**src/rtl/wgt_fetch_ctrl.sv**
```systemverilog
// Weight fetch controller: reads 4-weight groups from the weight SRAM, shifts them into
// the tap buffer, holds each group until the PE array consumes it, then fetches the next.
module wgt_fetch_ctrl #(
    parameter int ADDR_W = 10,
    parameter int TAPS   = 4
) (
    input  logic              clk,
    input  logic              rst_n,
    input  logic              start,
    input  logic              abort,
    input  logic [ADDR_W-1:0] base_addr,
    input  logic [7:0]        num_groups,
    output logic              mem_rd_en,
    output logic [ADDR_W-1:0] mem_addr,
    input  logic [7:0]        mem_rdata,
    output logic              wgt_read,
    output logic [7:0]        wgt_input,
    output logic              grp_valid,
    input  logic              consume,
    output logic              busy,
    output logic              done
);

    typedef enum logic [2:0] {
        IDLE,
        FETCH,
        LAST,
        HOLD,
        FIN
    } state_t;

    localparam logic [1:0] TAP_LAST = 2'(TAPS - 1);

    state_t            state;
    state_t            state_nxt;
    logic [ADDR_W-1:0] addr;
    logic [7:0]        num_q;
    logic [7:0]        grp_cnt;
    logic [1:0]        tap_cnt;
    logic              rd_q;
    logic              last_grp;

    // Widened compare so num_groups = 255 cannot wrap the group counter test.
    assign last_grp = ({1'b0, grp_cnt} + 9'd1) == {1'b0, num_q};

    // NOTE: every output and next-state signal gets a default first, so no path through
    // the case statement leaves one unassigned and no latch is inferred.
    always_comb begin
        state_nxt = state;
        mem_rd_en = 1'b0;
        grp_valid = 1'b0;
        done      = 1'b0;
        busy      = (state != IDLE);
        case (state)
            IDLE:  if (start) state_nxt = (num_groups == 8'd0) ? FIN : FETCH;
            FETCH: begin
                mem_rd_en = 1'b1;
                if (tap_cnt == TAP_LAST) state_nxt = LAST;
            end
            LAST:  state_nxt = HOLD;
            HOLD: begin
                grp_valid = 1'b1;
                if (consume) state_nxt = last_grp ? FIN : FETCH;
            end
            FIN: begin
                done      = 1'b1;
                state_nxt = IDLE;
            end
            default: state_nxt = IDLE;
        endcase
        if (abort) state_nxt = IDLE;
    end

    assign mem_addr  = mem_rd_en ? addr : '0;
    assign wgt_read  = rd_q;
    assign wgt_input = rd_q ? mem_rdata : 8'd0;

    // NOTE: asynchronous active-low reset; all state updates use non-blocking assignments
    // so every register samples pre-edge values regardless of block ordering.
    always_ff @(posedge clk or negedge rst_n) begin
        if (!rst_n) begin
            state   <= IDLE;
            addr    <= '0;
            num_q   <= 8'd0;
            grp_cnt <= 8'd0;
            tap_cnt <= 2'd0;
            rd_q    <= 1'b0;
        end else begin
            state <= state_nxt;
            rd_q  <= mem_rd_en && !abort;
            if (!abort) begin
                case (state)
                    IDLE: if (start) begin
                        addr    <= base_addr;
                        num_q   <= num_groups;
                        grp_cnt <= 8'd0;
                        tap_cnt <= 2'd0;
                    end
                    FETCH: begin
                        addr    <= addr + 1'b1;
                        tap_cnt <= tap_cnt + 2'd1;
                    end
                    HOLD: if (consume) grp_cnt <= grp_cnt + 8'd1;
                    default: ;
                endcase
            end
        end
    end

endmodule

```
**config.mk**
```make
export PLATFORM = sky130hd
export DESIGN_NAME = wgt_fetch_ctrl
export DESIGN_NICKNAME = d
export VERILOG_FILES = /design/src/rtl/wgt_fetch_ctrl.sv
export SDC_FILE = /design/constraint.sdc
export NUM_CORES = 1
export LEC_CHECK = 0
export CORE_MARGIN = 2
export CORE_UTILIZATION = 26
export CTS_CLUSTER_DIAMETER = 80
export CTS_CLUSTER_SIZE = 20
export DETAILED_ROUTE_END_ITERATION = 12
export PLACE_DENSITY = 0.5
export SLEW_MARGIN = 20
export SYNTH_ARGS = -nofsm -noshare
export SYNTH_HDL_FRONTEND = slang
export SYNTH_SLANG_ARGS = --single-unit
```
**constraint.sdc**
```tcl
create_clock -name clk -period 1.8 [get_ports clk]
set_input_delay 0.45 -clock clk [delete_from_list [all_inputs] [get_ports clk]]
set_output_delay 0.45 -clock clk [all_outputs]
set_load 0.01 [all_outputs]
```
# Yosys cells after proc, flatten, opt, wreduce, memory -nomap -nowiden
# Cells that the tools add are included.
op_classes:
  add_sub_neg: 4
  eq_ne: 11
  n_mux: 19
  n_bitwise: 1
  n_reduce_logical: 11
ops:
  columns: ["operator", "n"]
  rows:
  - ["8-bit two-way mux", 3]
  - ["10-bit two-way mux", 2]
  - ["10-bit one-hot mux with 2 select lines", 1]
  - ["3-bit two-way mux", 6]
  - ["8-bit one-hot mux with 2 select lines", 1]
  - ["3-bit one-hot mux with 4 select lines", 1]
  - ["10-bit by 1-bit adder with 10-bit output (second input constant)", 1]
  - ["8-bit by 1-bit adder with 9-bit output (second input constant)", 1]
  - ["9-bit by 8-bit equality test with 1-bit output", 1]
  - ["3-bit inequality test (second input constant)", 3]
  - ["3-bit AND reduction", 3]
  - ["8-bit by 1-bit adder with 8-bit output (second input constant)", 1]
  - ["8-bit logical NOT", 1]
  - ["3-bit by 2-bit equality test with 1-bit output (second input constant)", 2]
  - ["2-bit inequality test (second input constant)", 2]
  - ["2-bit one-hot mux with 2 select lines", 1]
  - ["4-bit AND reduction", 1]
  - ["2-bit nonzero test", 2]
  - ["3-bit by 1-bit equality test with 1-bit output (second input constant)", 1]
  - ["3-bit equality test (second input constant)", 1]
  - ["3-bit logical NOT", 1]
  - ["1-bit two-way mux", 3]
  - ["3-bit nonzero test", 1]
  - ["2-bit by 1-bit adder with 2-bit output (second input constant)", 1]
  - ["other kinds (5)", 5]
word_totals:
  ff_bits: 32
  in_bits: 31
  output_inout_bits: 23
  wordCells: 52

# Logic depth before layout (Yosys ltp)
depth:
  ltp_word: 6
  ltp_mapped: 8
  depth_no_buf: 7

# Least setup slack after synthesis
# No wires, ideal clock.
synth_path:
  path_type: "flip-flop to output port"
  from: "reg state[0]"
  to: "out mem_addr[0]"
  arrival_ps: 1465
  required_ps: 1350
  slack_ps: -115
  stages_incl_launch_ff: 7
  path_buffers: 2
  cell_sequence: "dfrtp_1 > inv_1 > or3_1 > buf_2 > clkinv_2 > buf_2 > and2_1"
synth_via:
  elab_chain_cells: 3
synth_lines:
  columns: ["element", "line_no", "rtl"]
  rows:
  - ["start, declared", "34", "state_t state;"]
  - ["start signal, assigned", "89", "state <= state_nxt;"]
  - ["3-bit by 1-bit equality test with 1-bit output", "54", "case (state)"]
  - ["1-bit two-way mux", "54", null]
  - ["net mem_rd_en", "13", "output logic mem_rd_en,"]
  - ["10-bit two-way mux", "74", "assign mem_addr = mem_rd_en ? addr : '0;"]
  - ["end, declared", "14", "output logic [ADDR_W-1:0] mem_addr,"]
# The timed path passes the listed nets, and every way through them passes these cells.

# Worst setup path after layout
layout_path:
  from: "reg state[0]"
  to: "out mem_addr[6]"
layout_via:
  elab_chain_cells: 3
layout_lines:
  columns: ["element", "line_no"]
  rows:
  - ["3-bit by 1-bit equality test with 1-bit output", "54"]
  - ["1-bit two-way mux", "54"]
  - ["10-bit two-way mux", "74"]
# Every way passes these cells.

==> results.tsv <==
stage	metric	value	unit
floorplanning	initial_utilization	0.268	
critical_path	path_common_cell	buf_6	
placed_design	hpwl	4.38	mm
yosys	synth_top_area_frac	0.386	
critical_path	path_cells	inv_2 -> or3_4 -> clkinv_4 -> buf_6 -> and2_4 -> buf_6	
drt	avgRoutedWirePerCell	13.9	microns
global_routing	antenna_found_initial	0	
global_routing	grt_first_pass_wirelength	9.76	mm
pwr	p_leak	1.49	nW
yosys	synth-edff-count	0	
drt	detail-route-antenna-nets	0	
critical_path	crit_path_start_kind	register	
clock_tree	htreeDepth	2	
floorplanning	rows	32	
yosys	synth_seq_area_share	0.386	
floorplanning	io_pins	54	
cells_and_area	multi_input_area	1250	sq um
clock_tree	cts_tree	yes	
cells_and_area	layout-drive-gt1-share	0.374	
yosys	async_flop_share	1.00	
yosys	synth_cells	227	
global_routing	grt_pass1_vias	2016	
global_routing	grt-ovfl-total	0	
timing	hold_slack	0.489	ns
timing	post-route-period-util	1.10	
drt	post-route-drc-count	0	
timing	clock.fmax	507	MHz
floorplanning	dieWidth	93.3	microns
yosys	synth_ff_type	dfrtp_1	
yosys	ys_seq_elements	32	
timing	drv_slew	0	
yosys	synth_area_leader_cell	dfrtp_1	
placed_design	routabilityCongestion	0.786	
placed_design	post-place-cells	411	
timing	finalHoldViolations	0	
timing	relSlewSlack	0.746	
critical_path	ff2ff_path_depth	6	
global_routing	grt_max_degree	33	
cells_and_area	nFillCells	780	
critical_path	r2r_slack	-0.03	ns
floorplanning	fp.dieH	93.3	microns
cells_and_area	instances_no_fill	431	
clock_tree	clkLatencyLatePin	0.29	ns
clock_tree	holdBufCountCts	0	
yosys	synth.distinct_cells	51	
drt	drtIter0Drc	94	
clock_tree	cts_buffers	5	
timing	rsz0062_at_grt	yes	
placed_design	place_area	3000	sq um
yosys	ys_top_cells_by_area	dfrtp_1, and2_1, mux2_2	
timing	worstMarginPinSlew	0.379	ns
critical_path	critPathLaunch	state[0]	
timing	fin_crit	1.97	ns
clock_tree	clockBufferDepth	2	
yosys	netlist_area	2070	sq um
critical_path	cp_max_fo	7	
clock_tree	clkTransAtPathRegs	0.07	ns
drt	firstDrtPassIters	4	
cells_and_area	syn_to_final_growth	57.6	%
yosys	ys_warn_count	0	
cells_and_area	seqCellArea	805	sq um
status	status	complete, but fails checks	
cells_and_area	n_antenna_cell	0	
status	violations	setup timing	
cells_and_area	final_cell_area	3270	sq um
drt	routed_wl	5.98	mm
floorplanning	die_area	8700	sq um
critical_path	endpoint	mem_addr[6]	
placed_design	io_buffers	53	
pwr	powerDensity	880	nW/um^2
min_path	hold_class	reg2reg	
critical_path	endpoint_kind	output pin	
critical_path	cp_slowest_cell	or3_4	
floorplanning	core-area	7730	sq um
critical_path	worstSetupPathType	reg2out	
job	drv_cap	0	
drt	vias	2035	
critical_path	slowest_delay	0.41	ns
critical_path	r2r_start	grp_cnt[1]	
global_routing	grt_usage	0.143	
critical_path	worstPathRequired	1.35	ns
timing	finClkSkew	0.0102	ns
yosys	synthesis.nets	261	
min_path	hold_depth	1	
clock_tree	cts_root_buf	clkbuf_8	
yosys	avgSynthCellArea	9.13	sq um
timing	setup_viol	12	
drt	vias_per_cell	4.72	
cells_and_area	final_nets	362	
timing	layout_setup_ws	-0.173	ns
critical_path	r2r-end	state[0]	
pwr	vdd_drop_max	0.433	mV
clock_tree	cts.sinks	32	
critical_path	cp.arrival	1.52	ns
Yosys cell counts (2+ instances only):
| cell | instances |
|---|---|
| a211o_2 | 2 |
| a21oi_1 | 17 |
| a22o_1 | 2 |
| a31oi_1 | 4 |
| and2_1 | 18 |
| and3_1 | 2 |
| buf_2 | 4 |
| buf_4 | 2 |
| buf_6 | 4 |
| dfrtp_1 | 32 |
| ha_1 | 3 |
| inv_1 | 5 |
| mux2_2 | 9 |
| mux2i_1 | 2 |
| nand2_1 | 24 |
| nand3_1 | 7 |
| nand4_1 | 2 |
| nor2_1 | 14 |
| nor3_1 | 6 |
| nor3b_1 | 2 |
| o21ai_0 | 20 |
| o22ai_1 | 3 |
| o31ai_1 | 2 |
| o41ai_1 | 3 |
| or3_1 | 4 |
| or4_1 | 4 |
| xnor2_1 | 4 |
| xor2_1 | 3 |
through the flow:
step	TNS, ns	util	power, W	worst slack [ns]
floorplan	0	-	0.00168	0.00278
global placement	-9.13	0.388	0.00215	-0.396
detailed placement	-9.50	0.388	0.00217	-0.435
CTS	-1.27	0.417	0.00288	-0.183
global route	-2.14	0.423	0.00310	-0.225
finish	-1.27	0.423	0.00287	-0.173
repair_timing:
| item | CTS | global route |
|---|---|---|
| setup buffers | 10 | 2 |
| gates resized for setup | 86 | 15 |
| hold endpoints to repair | 0 | 0 |
| gates cloned | 1 | 0 |
| endpoints found under the setup margin | 23 | 27 |
| pin swaps | 12 | 1 |
worst max-delay path, delay by kind of cell (launching register included):
kind	cells	cell delay, ns
and+or+nand+nor	2	0.54
DFF	1	0.37
buffers and inverters	4	0.32
power by group:
group          switching [W]  internal, W  total [W]
combinational       0.000533     0.000689    0.00122
sequential          0.000173     0.000889    0.00106
clock               0.000282     0.000305   0.000587
total               0.000989      0.00188    0.00287
sequential cells by signal, summed over array words and instances (netlist names):
name and flops:
state 3, grp_cnt 8, wgt_read 1, tap_cnt 2, addr 10, num_q 8
cell families after synthesis:
| group | share of synthesized area |
|---|---|
| buffers and inverters | 0.0586 |
| adder cells (fa/ha/maj) | 0.0181 |
| flip-flops | 0.386 |
| multiplexers | 0.0586 |
| AND/OR/NAND/NOR | 0.248 |
| XOR/XNOR | 0.0374 |
| AO/OA/AOI/OAI | 0.193 |
worst min-delay path by stage:
stage               start          to  slack (ns)
3_3_place_gp   tap_cnt[0]  tap_cnt[0]        0.47
4_1_cts        tap_cnt[0]  tap_cnt[0]        0.50
6_report       tap_cnt[0]  tap_cnt[0]        0.49
2_1_floorplan       rst_n     addr[0]        0.15
5_1_grt        tap_cnt[0]  tap_cnt[0]        0.52
3_5_place_dp   tap_cnt[0]  tap_cnt[0]        0.49
area by class of cell:
cell class | instances | share of cell area
clock buffer | 6 | 0.0253
clock inverter | 2 | 0.00307
inverter | 7 | 0.00958
multi-input combinational | 177 | 0.382
sequential | 32 | 0.246
tap | 102 | 0.0391
timing repair buffer | 104 | 0.292
timing repair inverter | 1 | 0.00268
cells in the final DEF, fill, tap and decap left out, drive strengths merged, types with 9 or more instances in the layout:
cell type	synthesis	routed
a21oi	17	17
and2	18	18
buf	10	62
clkbuf	1	9
clkdlybuf4s50	0	25
dfrtp	32	32
dlygate4sd2	0	13
mux2	9	9
nand2	24	24
nor2	14	14
o21ai	21	21
layer usage:
metal,vias up,share of wire,GRT usage
met4,0,0.014,0.0490
met3,8,0.047,0.0234
met5,-,0,0
li1,1020,-,-
met1,954,0.46,0.186
met2,53,0.48,0.242
No activity file was read; power rests on OpenSTA's default activity.
